`config.mk`:
```
export PLATFORM = sky130hd
export DESIGN_NAME = cpu_core
export DESIGN_NICKNAME = d
export VERILOG_FILES = /design/src/rtl/cpu_core_pkg.sv /design/src/rtl/cpu_core_datapath.sv /design/src/rtl/cpu_core.sv
export SDC_FILE = /design/constraint.sdc
export NUM_CORES = 1
export LEC_CHECK = 0
export BUFFER_PORTS_ARGS = -buffer_cell sky130_fd_sc_hd__buf_2
export CAP_MARGIN = 25
export CORE_ASPECT_RATIO = 0.5
export CORE_MARGIN = 2
export CORE_UTILIZATION = 47
export CTS_CLUSTER_SIZE = 16
export DETAILED_ROUTE_END_ITERATION = 10
export HOLD_SLACK_MARGIN = 0.05
export PLACE_DENSITY = 0.66
export SLEW_MARGIN = 15
export SYNTH_ARGS = -nofsm -noshare
export SYNTH_HDL_FRONTEND = slang
export SYNTH_HIERARCHICAL = 1
export SYNTH_SLANG_ARGS = --single-unit
```
`constraint.sdc`:
```
create_clock -name clk -period 3.7 [get_ports clk]
set_clock_uncertainty 0.15 [all_clocks]
set_input_delay 0.185 -clock clk [delete_from_list [all_inputs] [get_ports clk]]
set_output_delay 0.185 -clock clk [all_outputs]
set_load 0.01 [all_outputs]
```
`src/rtl/cpu_core_pkg.sv`:
```
// Shared types and encodings for the multicycle cpu_core: FSM states,
// opcode/op field values, shifter encodings and the B-operand shifter.
package cpu_core_pkg;

    typedef enum logic [2:0] {
        S_WAIT,
        S_DECODE,
        S_WRITE_IMM,
        S_GET_A,
        S_GET_B,
        S_ALU,
        S_WRITE_REG
    } state_t;

    localparam logic [2:0] OPC_MOV = 3'b110;
    localparam logic [2:0] OPC_ALU = 3'b101;

    localparam logic [1:0] OP_ADD = 2'b00;
    localparam logic [1:0] OP_CMP = 2'b01;
    localparam logic [1:0] OP_AND = 2'b10;
    localparam logic [1:0] OP_MVN = 2'b11;

    localparam logic [1:0] OP_MOV_REG = 2'b00;
    localparam logic [1:0] OP_MOV_IMM = 2'b10;

    localparam logic [1:0] SH_NONE = 2'b00;
    localparam logic [1:0] SH_LSL  = 2'b01;
    localparam logic [1:0] SH_LSR  = 2'b10;
    localparam logic [1:0] SH_ASR  = 2'b11;

    function automatic logic [15:0] shift16(input logic [15:0] b, input logic [1:0] sh);
        case (sh)
            SH_NONE: shift16 = b;
            SH_LSL:  shift16 = {b[14:0], 1'b0};
            SH_LSR:  shift16 = {1'b0, b[15:1]};
            SH_ASR:  shift16 = {b[15], b[15:1]};
            default: shift16 = b;
        endcase
    endfunction

endpackage

```
`src/rtl/cpu_core_datapath.sv`:
```
// Datapath for cpu_core: eight-entry register file, A/B/C operand/result
// registers, B-operand shifter, ALU and the CMP status register.
module regfile (
    input  logic        clk,
    input  logic        write,
    input  logic [2:0]  writenum,
    input  logic [15:0] data_in,
    input  logic [2:0]  readnum,
    output logic [15:0] data_out
);
    logic [15:0] R0, R1, R2, R3, R4, R5, R6, R7;

    // NOTE: the register file has no reset; its contents must survive a reset.
    always_ff @(posedge clk) begin
        if (write) begin
            case (writenum)
                3'd0: R0 <= data_in;
                3'd1: R1 <= data_in;
                3'd2: R2 <= data_in;
                3'd3: R3 <= data_in;
                3'd4: R4 <= data_in;
                3'd5: R5 <= data_in;
                3'd6: R6 <= data_in;
                default: R7 <= data_in;
            endcase
        end
    end

    always_comb begin
        data_out = R0;
        case (readnum)
            3'd1: data_out = R1;
            3'd2: data_out = R2;
            3'd3: data_out = R3;
            3'd4: data_out = R4;
            3'd5: data_out = R5;
            3'd6: data_out = R6;
            3'd7: data_out = R7;
            default: data_out = R0;
        endcase
    end
endmodule

module datapath
    import cpu_core_pkg::*;
(
    input  logic        clk,
    input  logic        reset,
    input  logic [2:0]  readnum,
    input  logic [2:0]  writenum,
    input  logic        write,
    input  logic        vsel,
    input  logic [15:0] sximm8,
    input  logic        loada,
    input  logic        loadb,
    input  logic        asel,
    input  logic [1:0]  shift,
    input  logic [1:0]  aluop,
    input  logic        loadc,
    input  logic        loads,
    output logic [15:0] out,
    output logic        n,
    output logic        v,
    output logic        z
);
    logic [15:0] a, b, rdata, wdata, ain, bsh, alu_out;
    logic        ovf;

    assign wdata = vsel ? sximm8 : out;

    regfile REGFILE (
        .clk      (clk),
        .write    (write),
        .writenum (writenum),
        .data_in  (wdata),
        .readnum  (readnum),
        .data_out (rdata)
    );

    assign ain = asel ? 16'd0 : a;
    assign bsh = shift16(b, shift);

    always_comb begin
        alu_out = ain + bsh;
        case (aluop)
            OP_ADD:  alu_out = ain + bsh;
            OP_CMP:  alu_out = ain - bsh;
            OP_AND:  alu_out = ain & bsh;
            OP_MVN:  alu_out = ~bsh;
            default: alu_out = ain + bsh;
        endcase
    end

    // Subtraction overflow: operand signs differ and the result sign left A's.
    assign ovf = (ain[15] != bsh[15]) && (alu_out[15] != ain[15]);

    // NOTE: sequential state uses non-blocking assignments so every register
    // samples pre-edge values, which lets a write target its own source.
    always_ff @(posedge clk) begin
        if (reset) begin
            a   <= '0;
            b   <= '0;
            out <= '0;
            n   <= 1'b0;
            v   <= 1'b0;
            z   <= 1'b0;
        end else begin
            if (loada) a <= rdata;
            if (loadb) b <= rdata;
            if (loadc) out <= alu_out;
            if (loads) begin
                n <= alu_out[15];
                v <= ovf;
                z <= (alu_out == 16'd0);
            end
        end
    end
endmodule

```
`src/rtl/cpu_core.sv`:
```
// Top of the multicycle CPU: instruction register, field decoder and the
// Moore FSM that sequences the shared datapath one instruction at a time.
module cpu_core
    import cpu_core_pkg::*;
(
    input  logic        clk,
    input  logic        reset,
    input  logic        s,
    input  logic        load,
    input  logic [15:0] in,
    output logic [15:0] out,
    output logic        N,
    output logic        V,
    output logic        Z,
    output logic        w
);
    state_t      state, state_next;
    logic [15:0] ir, sximm8;
    logic [2:0]  opcode, rn, rd, rm;
    logic [1:0]  op, sh, aluop;
    logic        is_mov_imm, is_mov_reg, is_alu, is_cmp, is_mvn;
    logic [2:0]  readnum, writenum;
    logic        write, vsel, loada, loadb, asel, loadc, loads;

    always_ff @(posedge clk) begin
        if (load) ir <= in;
    end

    assign opcode = ir[15:13];
    assign op     = ir[12:11];
    assign rn     = ir[10:8];
    assign rd     = ir[7:5];
    assign sh     = ir[4:3];
    assign rm     = ir[2:0];
    assign sximm8 = {{8{ir[7]}}, ir[7:0]};

    assign is_mov_imm = (opcode == OPC_MOV) && (op == OP_MOV_IMM);
    assign is_mov_reg = (opcode == OPC_MOV) && (op == OP_MOV_REG);
    assign is_alu     = (opcode == OPC_ALU);
    assign is_cmp     = is_alu && (op == OP_CMP);
    assign is_mvn     = is_alu && (op == OP_MVN);
    // MOV-reg runs through the adder as 0 + sh(Rm).
    assign aluop      = is_mov_reg ? OP_ADD : op;

    always_ff @(posedge clk) begin
        if (reset) state <= S_WAIT;
        else       state <= state_next;
    end

    always_comb begin
        state_next = state;
        case (state)
            S_WAIT:      if (s) state_next = S_DECODE;
            S_DECODE: begin
                if (is_mov_imm)                state_next = S_WRITE_IMM;
                else if (is_mov_reg || is_mvn) state_next = S_GET_B;
                else if (is_alu)               state_next = S_GET_A;
                else                           state_next = S_WAIT;
            end
            S_GET_A:     state_next = S_GET_B;
            S_GET_B:     state_next = S_ALU;
            S_ALU:       state_next = is_cmp ? S_WAIT : S_WRITE_REG;
            S_WRITE_IMM: state_next = S_WAIT;
            S_WRITE_REG: state_next = S_WAIT;
            default:     state_next = S_WAIT;
        endcase
    end

    // Writes are suppressed on a reset edge so an aborted instruction leaves no trace.
    always_comb begin
        w        = 1'b0;
        readnum  = rn;
        writenum = rd;
        write    = 1'b0;
        vsel     = 1'b0;
        loada    = 1'b0;
        loadb    = 1'b0;
        asel     = 1'b0;
        loadc    = 1'b0;
        loads    = 1'b0;
        case (state)
            S_WAIT:      w = 1'b1;
            S_WRITE_IMM: begin
                writenum = rn;
                vsel     = 1'b1;
                write    = ~reset;
            end
            S_GET_A: begin
                readnum = rn;
                loada   = 1'b1;
            end
            S_GET_B: begin
                readnum = rm;
                loadb   = 1'b1;
            end
            S_ALU: begin
                asel  = is_mov_reg;
                loads = is_cmp;
                loadc = ~is_cmp;
            end
            S_WRITE_REG: begin
                writenum = rd;
                write    = ~reset;
            end
            default: w = 1'b0;
        endcase
    end

    datapath DP (
        .clk      (clk),
        .reset    (reset),
        .readnum  (readnum),
        .writenum (writenum),
        .write    (write),
        .vsel     (vsel),
        .sximm8   (sximm8),
        .loada    (loada),
        .loadb    (loadb),
        .asel     (asel),
        .shift    (sh),
        .aluop    (aluop),
        .loadc    (loadc),
        .loads    (loads),
        .out      (out),
        .n        (N),
        .v        (V),
        .z        (Z)
    );
endmodule

```
; ---- After elaboration in Yosys (flattened, before gate mapping)
; Index checks and enable logic that the tools add are counted.
[classes]
n_lt_le_gt_ge = 0
n_mul = 0
eq_ne = 33
n_shift = 0
bitwise = 5
div_mod_pow = 0
add_sub_neg = 2
reduce_logical = 22
muxes = 22
[op_table]
columns = op, count
row1 = $pmux W16 S4, 2
row2 = $pmux W16 S7, 1
row3 = $eq A3 B3 Y1 const B, 12
row4 = $mux W16, 2
row5 = $eq A3 B2 Y1 const B, 6
row6 = $mux W3, 6
row7 = $add A16 B16 Y16, 1
row8 = $and A16 B16 Y16, 1
row9 = $logic_not A16 Y1, 1
row10 = $not A16 Y16, 1
row11 = $reduce_and A2 Y1, 8
row12 = $sub A16 B16 Y16, 1
row13 = $pmux W3 S5, 1
row14 = $eq A2 B2 Y1 const B, 6
row15 = $eq A3 B1 Y1 const B, 3
row16 = $mux W1, 8
row17 = $reduce_or A7 Y1, 1
row18 = $eq A2 B1 Y1 const B, 3
row19 = $logic_not A2 Y1, 3
row20 = $logic_not A3 Y1, 2
row21 = $logic_and A1 B1 Y1, 5
row22 = $mux W2, 2
row23 = $not A1 Y1, 3
row24 = $ne A1 B1 Y1, 2
row25 = 3 further kinds, 3
[word_totals]
output_inout_bits = 20
latch_bits = 0
romBits = 0
register_bits = 198
ramBits = 0
inputBits = 20
mem_count = 0

; ---- Longest topological paths before layout
; Gate-level depths: netlist (run 1).
[depth]
ltp_word = 8
depth_mapped = 20
mapped_depth_nobuf = 19

; ---- Modules after synthesis
; Netlist (run 1), hierarchy kept.
[modules_own_cells]
columns = mod, seq_area_each_um2, area_per_inst_um2, cells_per_inst, n_inst
row1 = regfile, 3843.7, 4971.0, 286, 1
row2 = datapath, 1021.0, 4005.1, 490, 1
row3 = cpu_core, 540.5, 837.1, 64, 1

; ---- Least setup slack after synthesis (run 1)
; OpenSTA, ideal clock, no wires.
[synth_timing]
path_type = register -> register
start = reg ir[3]
end = reg DP.z
path_buffers = 1
setup_slack_ns = -0.297
t_arrival_ns = 3.760
setup_ns = 0.087
path_stages_with_launch = 17
cell_sequence = edfxtp_1 > buf_6 > mux2_2 > mux2i_1 > and3_1 > and2_1 > a21oi_1 > xor2_1 > ha_1 > a21o_1 > o311ai_0 > nand2_1 > xor2_1 > o21ai_0 > nor4bb_1 > nand4b_1 > o31ai_1
[synth_between]
elab_chain_cells = 5
word_cells_on_any_way = 11
classes_between = add/sub (2) / eq/ne (3) / mux (2) / bitwise (2) / reduce/logical (2)
[synth_lines]
columns = item, line_no
row1 = "start, declared", cpu_core.sv:18  ; logic [15:0] ir, sximm8;
row2 = "start signal, assigned", cpu_core.sv:26  ; if (load) ir <= in;
row3 = $eq A2 B2 Y1 (tied with other cells), cpu_core_pkg.sv:32  ; case (sh)
row4 = $pmux W16 S4 (*), cpu_core_pkg.sv:32
row5 = $sub A16 B16 Y16 (tied with other cells), cpu_core_datapath.sv:87  ; OP_CMP: alu_out = ain - bsh;
row6 = $pmux W16 S4 (*), cpu_core_datapath.sv:85  ; case (aluop)
row7 = $logic_not A16 Y1 (*), cpu_core_datapath.sv:114  ; z <= (alu_out == 16'd0);
row8 = "end signal, assigned", cpu_core_datapath.sv:114
row9 = "end, declared", cpu_core_datapath.sv:64  ; output logic z
; Every way passes the cells marked *; elsewhere a longest branch is shown, timed or not.
; A chain may end at the register's enable or synchronous reset.

; ---- Worst setup path after layout (run 1)
[layout_timing]
start = reg ir[4]
end = reg DP.z
; Same word-level chain as after synthesis.

==> results.md, run 1 <==
- Register share of total power: 47.8%
- Critical Path Max Stage Delay: 0.50 ns
- Register area share after synthesis: 55.1%
- Ant diodes: 0
- Non-filler cells, final: 1,273
- Switching Fraction: 26.8%
- Worst hold path depth: 2
- Drt wl/cell: 19.5 um
- Layout Utilization: 60.2%
- Largest net degree at the start of global routing: 50
- Vias in the first global route: 6,724
- Max Fclk: 0.247 GHz
- Outcome: finished, violations left
- RR Startpoint: ir[4]
- IO buf count: 39
- Hold Path Sink: ir[15]
- Slowest CP cell: edfxtp_1
- Post-route ant nets: 0
- Clock share of power: 34.7%
- Core area: 20,500 um2
- Pint: 3.66 mW
- Peak fanout along the critical path: 6
- Clock Tree Buf Depth: 2
- Slew @ Worst Pin: 0.859 ns
- Synth top area share: 44.1%
- WL final: 24.8 mm
- Final max-slew violation count: 0
- Final hold vios: 0
- Crit path from: ir[4]
- DP Area: 10,900 um2
- DP Worst Slack: -0.397 ns
- All-Layer GR Usage: 22.4%
- Worst skew pair latency: 0.43 ns
- Final instance area: 12,300 um2
- CTS Root Cell: clkbuf_16
- Cells on worst reg2reg path: 16
- Iteration-0 DRC Markers: 545
- Comb power frac: 17.5%
- Number of I/O pins: 40
- Worst path depth: 16
- Total chip power: 5.00 mW
- Share of layout cells above drive strength 1: 31.1%
- Worst setup margin: -0.343 ns
- Top area cells in the synthesized netlist: edfxtp_1 44%, dfxtp_1 11%, mux2i_1 10%
- H-Tree Depth: 4
- TritonCTS sink count: 198
- Rel. slew slack: 42.5%
- Max IR drop VDD: 194 uV
- DR vias: 7,124
- CP arrival: 4.24 ns
- Critical R2R Capture: DP/z
- GP Congestion: 0.884
- Yosys top cell by area: edfxtp_1
- Most used cell, CP: buf_4
- CTS tree: built
- Net Count, Synth: 879
- Leakage: 4.72 nW
- P_sw: 1.34 mW
- Placed wire-length estimate: 16.6 mm
- DR DRC count: 0
- Clock transition at the registers of the reported paths: 0.07 ns
- Placement row count: 37
- Worst Path Required: 3.90 ns
- Die X: 208 um
- Top delay family on crit path: compound AO/OA/AOI/OAI gates
- P&R area growth vs syn: 25.8%
- HP Start: in[15]
- Endpoints failing setup: 10
- Setup slack, reg-to-reg: -0.34 ns
- Synth Area per Inst: 11.7 um2
- Initial core utilization: 47.8%
- Mapped Cells: 840
- Fin crit period: 4.04 ns
- First-pass GRT wire length: 37.9 mm
- Setup TNS: -1.84 ns
- Async S/R FF share, synth: 0%
- Yosys cell types: 64
- Worst hold slack: 0.308 ns
- DIE AREA: 22,100 um2
- Max capacitance violation total: 0
- Crit-path cells: buf_4 -> a211o_1 -> o32ai_1 -> nand3_1 -> o21ai_2 -> xor2_1 -> ha_1 -> a21o_1 -> or3_4 -> o221ai_4 -> buf_4 -> a31oi_4 -> xnor2_2 -> a21oi_2 -> nand4b_1 -> o31ai_1
- Startpoint class of the critical path: flip-flop
- Number of flops mapped to enable cells by yosys: 144
- Crit Path Category: reg2reg
- Hold Path Class: in2reg
- Layout Nets: 1,026
- Ys Warns: 6
- Tcrit/Tclk final: 109%
- Crit. End Element: flip-flop
- Pre-antenna DRT Iters: 5
- Placed Instances: 1,203
- Die H: 106 um
- Initial antenna violation count: 0
- GRT overflow: 0
- CTS buffer count: 17
- CP bufs+invs: 2
- Power Density: 405 nW/um2
- Syn Std Cell Area: 9810 um2
- Vias per inst: 5.60
- Failing checks: setup timing
- #FFs+latches synth: 198
- Synth Flop Type: edfxtp_1
- RSZ-0062 raised after global routing: yes
==> routing by layer <==
layer	up-vias	wire [um]	global-route usage, %
met5	-	0	0
met4	0	361	6.06
met3	27	1390	4.22
met2	193	10800	33.2
met1	3494	12300	33.6
li1	3410	-	-
==> power groups by stage <==
| stage | clock network [mW] | registers [mW] | logic, mW |
|---|---|---|---|
| 2_1_floorplan | 0 | 2.43 | 0.435 |
| 3_3_place_gp | 0 | 2.44 | 0.669 |
| 3_5_place_dp | 0 | 2.44 | 0.675 |
| 4_1_cts | 1.74 | 2.39 | 0.738 |
| 5_1_grt | 1.83 | 2.39 | 0.931 |
| 6_report | 1.74 | 2.39 | 0.875 |
==> registers in the layout, indices dropped and copies added (netlist names) <==
register       cells
DP/out            16
DP/REGFILE/R4     16
DP/REGFILE/R5     16
DP/b              16
DP/REGFILE/R0     16
DP/REGFILE/R6     16
ir                16
DP/z               1
DP/REGFILE/R1     16
DP/a              16
DP/REGFILE/R2     16
state              3
DP/REGFILE/R3     16
DP/REGFILE/R7     16
DP/n               1
DP/v               1
==> repair_timing <==
action	4_1_cts	5_1_grt
pin swaps	25	53
endpoints found under the hold margin	37	0
resized for setup	32	92
setup endpoints to repair	11	13
setup buffers	9	13
hold buffers	19	0
==> cells in the final DEF, fill, tap and decap left out, types with 11 or more instances in the layout <==
cell type      netlist  layout
clkbuf_16            0      17
nor2_1             107      98
o21ai_0             27      15
mux2i_1            100      98
ha_1                18      12
o22ai_1             15      13
a211oi_1            26      20
nor2b_1             26      24
buf_2                9      39
mux2_2              27      26
a21oi_1             26      19
dlygate4sd3_1        0      19
dfxtp_1             54      54
buf_6                6      11
edfxtp_1           144     144
nand2b_1            16      15
nand2_1             42      42
buf_4                4     103
o22a_1              13      13
==> how the worst max path moves through the flow <==
stage	endpoint	slack, ns
after floorplan	DP/z	-0.05
after global placement	DP/v	-0.30
after detailed placement	DP/z	-0.40
after CTS	DP/z	-0.35
after global routing	DP/z	-0.47
final	DP/z	-0.34
==> final cells by class <==
cell class | instances | area (um2)
timing repair buffer | 173 | 1300
inverter | 13 | 51.3
fill | 1568 | 8160
tap | 273 | 342
clock inverter | 13 | 113
clock buffer | 19 | 433
sequential | 198 | 5410
multi-input combinational | 584 | 4700
==> synth_stat cells (16+ instances only) <==
cell	n
a211oi_1	26
a21oi_1	26
clkbuf_1	23
dfxtp_1	54
edfxtp_1	144
ha_1	18
mux2_2	27
mux2i_1	100
nand2_1	42
nand2b_1	16
nor2_1	107
nor2b_1	26
o21ai_0	27
==> logic make-up after synthesis <==
kind of cell / share of synthesized area, %
xor gates and xnor gates: 2.23
muxes: 14.3
DFF: 55.1
adders and majority gates: 2.50
AOI/OAI and AO/OA: 10.8
buffers and inverters: 2.95
and+or+nand+nor: 12.2
Note: power is estimated with default switching activity, not from simulation.
==> inputs of run 2 (changes only) <==
--- a/config.mk
+++ b/config.mk
@@ -9,12 +9,13 @@
 export CAP_MARGIN = 25
 export CORE_ASPECT_RATIO = 0.5
 export CORE_MARGIN = 2
-export CORE_UTILIZATION = 47
+export CORE_UTILIZATION = 56
 export CTS_CLUSTER_SIZE = 16
 export DETAILED_ROUTE_END_ITERATION = 10
 export HOLD_SLACK_MARGIN = 0.05
-export PLACE_DENSITY = 0.66
-export SLEW_MARGIN = 15
+export PLACE_DENSITY = 0.76
+export REMOVE_ABC_BUFFERS = 1
+export SLEW_MARGIN = 20
 export SYNTH_ARGS = -nofsm -noshare
 export SYNTH_HDL_FRONTEND = slang
 export SYNTH_HIERARCHICAL = 1
==> run 2 against run 1 <==
The flow still finishes with violations (setup timing). Clock power grew 10%. Maximum frequency grew 1.9%. Critical endpoint is now DP/out[13]. Combinational power shrank 10%. Worst setup slack gained 0.074 ns. Critical path type unchanged. Wire length grew 5.1%. Power grew 1.9%. Final cell count shrank 3.3%. Register-to-register slack gained 0.07 ns. Count of clock-buffer cells in the layout shrank 2. Sequential power is essentially flat. Largest cell class unchanged. Worst hold slack lost 0.086 ns.
==> results.md, run 2 (same netlist as run 1, synthesis figures left out) <==
- Slowest CP cell: edfxtp_1
- CTS buffer count: 17
- Initial core utilization: 56.8%
- Most used cell, CP: buf_4
- Cells on worst reg2reg path: 20
- First-pass GRT wire length: 40.1 mm
- Top delay family on crit path: buffers and inverters
- Setup TNS: -1.85 ns
- Ant diodes: 0
- Hold Path Class: in2reg
- Rel. slew slack: 38.9%
- Worst skew pair latency: 0.44 ns
- HP Start: reset
- Number of I/O pins: 40
- Hold Path Sink: DP/n
- All-Layer GR Usage: 28.5%
- TritonCTS sink count: 198
- WL final: 26.0 mm
- Placement row count: 34
- Share of layout cells above drive strength 1: 27.5%
- Max capacitance violation total: 0
- Die X: 191 um
- Leakage: 4.65 nW
- Vias in the first global route: 7,239
- CP bufs+invs: 6
- P&R area growth vs syn: 22.3%
- CP arrival: 4.18 ns
- Crit Path Category: reg2reg
- Worst hold slack: 0.222 ns
- Critical Path Max Stage Delay: 0.47 ns
- Layout Nets: 1,023
- Setup slack, reg-to-reg: -0.27 ns
- IO buf count: 39
- Outcome: finished, violations left
- Endpoints failing setup: 11
- Fin crit period: 3.97 ns
- Worst Path Required: 3.91 ns
- Clock Tree Buf Depth: 2
- DR vias: 7,342
- Worst path depth: 20
- Die H: 97.6 um
- RR Startpoint: ir[3]
- Placed wire-length estimate: 16.8 mm
- Core area: 17,300 um2
- Final max-slew violation count: 0
- Worst hold path depth: 3
- Vias per inst: 5.96
- Most common cell after layout, fill and taps aside: edfxtp_1
- Crit-path cells: buf_4 -> nor3b_2 -> nor2_1 -> ha_2 -> and3_4 -> and2_4 -> buf_4 -> a21oi_1 -> xor2_1 -> ha_1 -> a21oi_1 -> buf_4 -> nand2_1 -> nor2_1 -> a21oi_4 -> buf_4 -> o31a_1 -> buf_4 -> buf_4 -> a211oi_2
- Clock transition at the registers of the reported paths: 0.08 ns
- DR DRC count: 0
- Max IR drop VDD: 327 uV
- Layout Utilization: 69.5%
- Largest net degree at the start of global routing: 55
- Max Fclk: 0.252 GHz
- Failing checks: setup timing
- CTS tree: built
- Drt wl/cell: 21.2 um
- Final instance area: 12,000 um2
- Critical R2R Capture: DP/out[13]
- Post-route ant nets: 0
- Initial antenna violation count: 0
- Startpoint class of the critical path: flip-flop
- CTS Root Cell: clkbuf_16
- Final hold vios: 0
- Crit. End Element: flip-flop
- Power Density: 424 nW/um2
- H-Tree Depth: 4
- Iteration-0 DRC Markers: 726
- Tcrit/Tclk final: 107%
- DP Area: 10,800 um2
- Peak fanout along the critical path: 5
- DIE AREA: 18,700 um2
- RSZ-0062 raised after global routing: yes
- Slew @ Worst Pin: 0.913 ns
- GP Congestion: 0.884
- Pre-antenna DRT Iters: 5
- GRT overflow: 0
- Worst setup margin: -0.269 ns
- Commonest cells after routing, fill and taps aside: 144 x edfxtp_1, 108 x buf_4, 104 x nor2_1
## run 2: changes by cell type in the layout (fill, tap and decap cells not counted), moves of 4 or more
cell,change
buf_4,+5
buf_6,-7
clkinv_8,+5
clkinvlp_4,-4
ha_1,+4
ha_4,-4
nor2_1,+6
nor2_4,-5
o21ai_1,+6
o21ai_2,-5
## run 2: per-layer routing
layer	track usage, %	vias up	part of all wire [%]
met5	0	-	0
met4	8.11	0	2.0
met3	4.15	48	6.1
met2	44.5	266	46
met1	41.6	3619	46
li1	-	3409	-
## run 2: worst max-delay path by stage
stage                     slack (ns)  start    endpoint
after floorplan                -0.71  ir[3]        DP/z
after global placement         -0.36  ir[3]        DP/n
after detailed placement       -0.46  ir[3]        DP/z
after CTS                      -0.25  ir[3]        DP/z
after global routing           -0.53  ir[3]        DP/z
final                          -0.27  ir[3]  DP/out[13]
## run 2: cell type report
cell class,count,area (um2)
Clock buffer,17,425
Multi-Input combinational cell,584,4410
Sequential cell,198,5410
Inverter,13,48.8
Fill cell,1187,5270
Tap cell,234,293
Timing Repair Buffer,170,1240
Clock inverter,15,190
## run 2: worst min-delay path, stage by stage
cell and delay [ns]:
buf_2 0.11, buf_4 0.31, nor2_1 0.16
## run 2: stage by stage
stage	total power [mW]	cells	setup WS, ns
CTS	5.03	1228	-0.249
global route	5.23	1231	-0.526
finish	5.10	1231	-0.269
global placement	3.09	1168	-0.361
detailed placement	3.10	1169	-0.462
floorplan	2.83	795	-0.711
## run 2: power breakdown
| part | switching (mW) | total [mW] | internal (mW) |
|---|---|---|---|
| combinational | 0.434 | 0.786 | 0.352 |
| clock | 0.991 | 1.92 | 0.931 |
| sequential | 0.0156 | 2.39 | 2.37 |
## run 2: repair_timing
action / in CTS / in global routing
endpoints found under the hold margin: 33 / 0
setup endpoints to repair: 12 / 13
gates cloned: 0 / 1
hold buffers: 18 / 0
gates resized for setup: 50 / 21
pin swaps: 10 / 16
buffers inserted: 9 / 1
==> inputs of run 3 (changes only) <==
--- a/config.mk
+++ b/config.mk
@@ -5,6 +5,7 @@
 export SDC_FILE = /design/constraint.sdc
 export NUM_CORES = 1
 export LEC_CHECK = 0
+export ABC_AREA = 1
 export BUFFER_PORTS_ARGS = -buffer_cell sky130_fd_sc_hd__buf_2
 export CAP_MARGIN = 25
 export CORE_ASPECT_RATIO = 0.5
==> run 3 against run 2 <==
The flow now finishes without violations. Sequential cell count unchanged. Register-to-register slack improved by 0.33 ns. Final area rose by 5.4%. Maximum frequency is 9.1% higher. Count of clock-buffer cells in the layout unchanged. Sequential share of layout area decreased by 2.3 points. Power grew 17%. Global-route usage grew 1.6 points. Synthesized cell count increased by 39%. Via count grew 24%. Die area up 4.4%. Critical path depth grew 3. Largest power group unchanged.
==> results.md, run 3 <==
- Setup TNS: 0 ns
- Placed wire-length estimate: 19.6 mm
- Share of layout cells above drive strength 1: 23.7%
- TritonCTS sink count: 198
- Initial antenna violation count: 0
- CP arrival: 3.86 ns
- DIE AREA: 19,500 um2
- Synth top area share: 42.2%
- Number of I/O pins: 40
- Die X: 195 um
- Clock Tree Buf Depth: 2
- Worst skew pair latency: 0.45 ns
- Leakage: 5.48 nW
- Power Density: 470 nW/um2
- Core area: 17,700 um2
- All-Layer GR Usage: 30.1%
- Final instance area: 12,700 um2
- Fin crit period: 3.64 ns
- IO buf count: 39
- Tcrit/Tclk final: 98.4%
- CTS buffer count: 17
- First-pass GRT wire length: 45.1 mm
- Max IR drop VDD: 513 uV
- H-Tree Depth: 4
- Rel. slew slack: 26.3%
- Final max-slew violation count: 0
- Final hold vios: 0
- Max Fclk: 0.275 GHz
- Hold Path Class: in2reg
- Crit. End Element: flip-flop
- #FFs+latches synth: 198
- Peak fanout along the critical path: 4
- Layout Nets: 1,357
- Commonest cells after routing, fill and taps aside: 209 x nand2_1, 144 x edfxtp_1, 133 x inv_1
- Crit Path Category: reg2reg
- Clock transition at the registers of the reported paths: 0.09 ns
- Critical Path Max Stage Delay: 0.47 ns
- Initial core utilization: 58.1%
- Top area cells in the synthesized netlist: edfxtp_1 42%, dfxtp_1 11%, nand2_1 8.3%
- Most used cell, CP: nor2_1
- Most common cell after layout, fill and taps aside: nand2_1
- Outcome: finished, final reports clean
- Slowest CP cell: edfxtp_1
- CTS Root Cell: clkbuf_16
- Total chip power: 5.95 mW
- Async S/R FF share, synth: 0%
- Post-route ant nets: 0
- Startpoint class of the critical path: flip-flop
- Ys Warns: 6
- DP Area: 11,200 um2
- GP Congestion: 0.946
- RSZ-0062 raised after global routing: yes
- Slew @ Worst Pin: 1.09 ns
- Largest net degree at the start of global routing: 36
- Most frequent cell after synthesis: nand2_1
- Yosys top cell by area: edfxtp_1
- Vias per inst: 5.82
- CTS tree: built
- Top cells by instance count after synthesis: 227 x nand2_1, 144 x edfxtp_1, 135 x inv_1
- Endpoints failing setup: 0
- Worst Path Required: 3.93 ns
- GRT overflow: 0
- Synth Area per Inst: 8.76 um2
- DR vias: 9,120
- Register area share after synthesis: 52.7%
- DR DRC count: 0
- Number of flops mapped to enable cells by yosys: 144
- Crit-path cells: buf_4 -> nand3_2 -> nand2_2 -> nor2_4 -> ha_4 -> nand3_4 -> o31ai_2 -> xor2_1 -> ha_1 -> a21oi_2 -> o21ai_0 -> buf_4 -> inv_1 -> nand2_1 -> nand2_1 -> nand3_1 -> nand3_1 -> nand2_2 -> nor3_2 -> nand4_1 -> nor2_1 -> nor2_1 -> nor2_1
- Pre-antenna DRT Iters: 6
- Placement row count: 34
- Mapped Cells: 1,171
- Synth Flop Type: edfxtp_1
- Iteration-0 DRC Markers: 1,072
- WL final: 29.3 mm
- P&R area growth vs syn: 23.3%
- Drt wl/cell: 18.7 um
- Die H: 99.7 um
- Yosys cell types: 46
- Syn Std Cell Area: 10,300 um2
- Max capacitance violation total: 0
- Vias in the first global route: 8,552
-- run 3: cell types whose count changed after synthesis, sizes merged, moves of 41 or more --
| cell | before | now |
|---|---|---|
| nand4 | 1 | 71 |
| nand2 | 42 | 235 |
| nor2 | 109 | 150 |
| inv | 10 | 141 |
| mux2i | 100 | 0 |
| nand3 | 8 | 103 |
| o21ai | 31 | 93 |
-- run 3: worst max-delay path, delay by kind of cell, from the launching register on --
kind / cells / cell delay (ns)
buffers and inverters: 3 / 0.39
AO/OA/AOI/OAI: 3 / 0.48
flip-flops: 1 / 0.47
AND/OR/NAND/NOR: 14 / 1.38
XOR/XNOR: 1 / 0.21
adder cells (fa/ha/maj): 2 / 0.49
-- run 3: metrics by stage --
| step | hold WS (ns) | worst slack, ns | instances | utilization [%] |
|---|---|---|---|---|
| after global routing | 0.305 | -0.154 | 1565 | 71.6 |
| after global placement | 0.212 | -0.238 | 1485 | 63.1 |
| after detailed placement | 0.213 | -0.180 | 1486 | 63.3 |
| final | 0.295 | 0.0603 | 1566 | 71.7 |
| after CTS | 0.292 | 0.0193 | 1542 | 68.5 |
| after floorplan | 0.0974 | -2.73 | 1119 | - |
-- run 3: final timing paths --
kind | cells past startpoint | slack (ns) | endpoint | startpoint
setup / recovery | 23 | 0.06 | DP/z | ir[3]
hold / removal | 2 | 0.29 | ir[6] | in[6]
setup reg to reg | 23 | 0.06 | DP/z | ir[3]
hold reg to reg | 2 | 0.31 | DP/a[7] | DP/a[7]
-- run 3: repair_timing --
action                                  in CTS  in global routing
gates resized for setup                     10                100
pin swaps                                    4                 42
hold buffers                                19                  0
hold endpoints to repair                    26                  0
endpoints found under the setup margin       5                 11
setup buffers                                5                 18
-- run 3: cell type report --
cell class / count / area [um2]
fillers: 1255 / 5000
diodes: 1 / 2.50
clock buffers: 17 / 425
clock inverters: 15 / 230
inverters: 143 / 549
multi-input cells: 778 / 4400
flip-flops and latches: 198 / 5410
well taps: 234 / 293
repair buffers: 180 / 1350
-- run 3: kinds of logic (layout without fill, tap and decap cells) --
logic type / after synthesis / count (layout) / share of synthesized area (%)
AND/OR/NAND/NOR: 573 / 573 / 26.1
flip-flops: 198 / 198 / 52.7
buffers and inverters: 195 / 355 / 8.48
AO/OA/AOI/OAI: 170 / 170 / 8.88
adder cells (fa/ha/maj): 19 / 19 / 2.39
XOR/XNOR: 13 / 13 / 1.11
multiplexers: 3 / 3 / 0.329
other: 0 / 1 / 0
-- run 3: report_power, final --
part           internal, mW  leakage, nW  switching (mW)
clock network          1.02        0.316            1.02
logic                 0.602         3.56           0.901
registers              2.39         1.60          0.0218
-- run 3: layer usage --
layer  track usage (%)  wire, um  share of wire [%]  vias up
met5                 0         0                  0        -
met4              11.3       833                2.8        0
met3              5.66      2540                8.7       74
met2              49.1     13700                 47      455
met1              40.4     12300                 42     4311
li1                  -         -                  -     4280
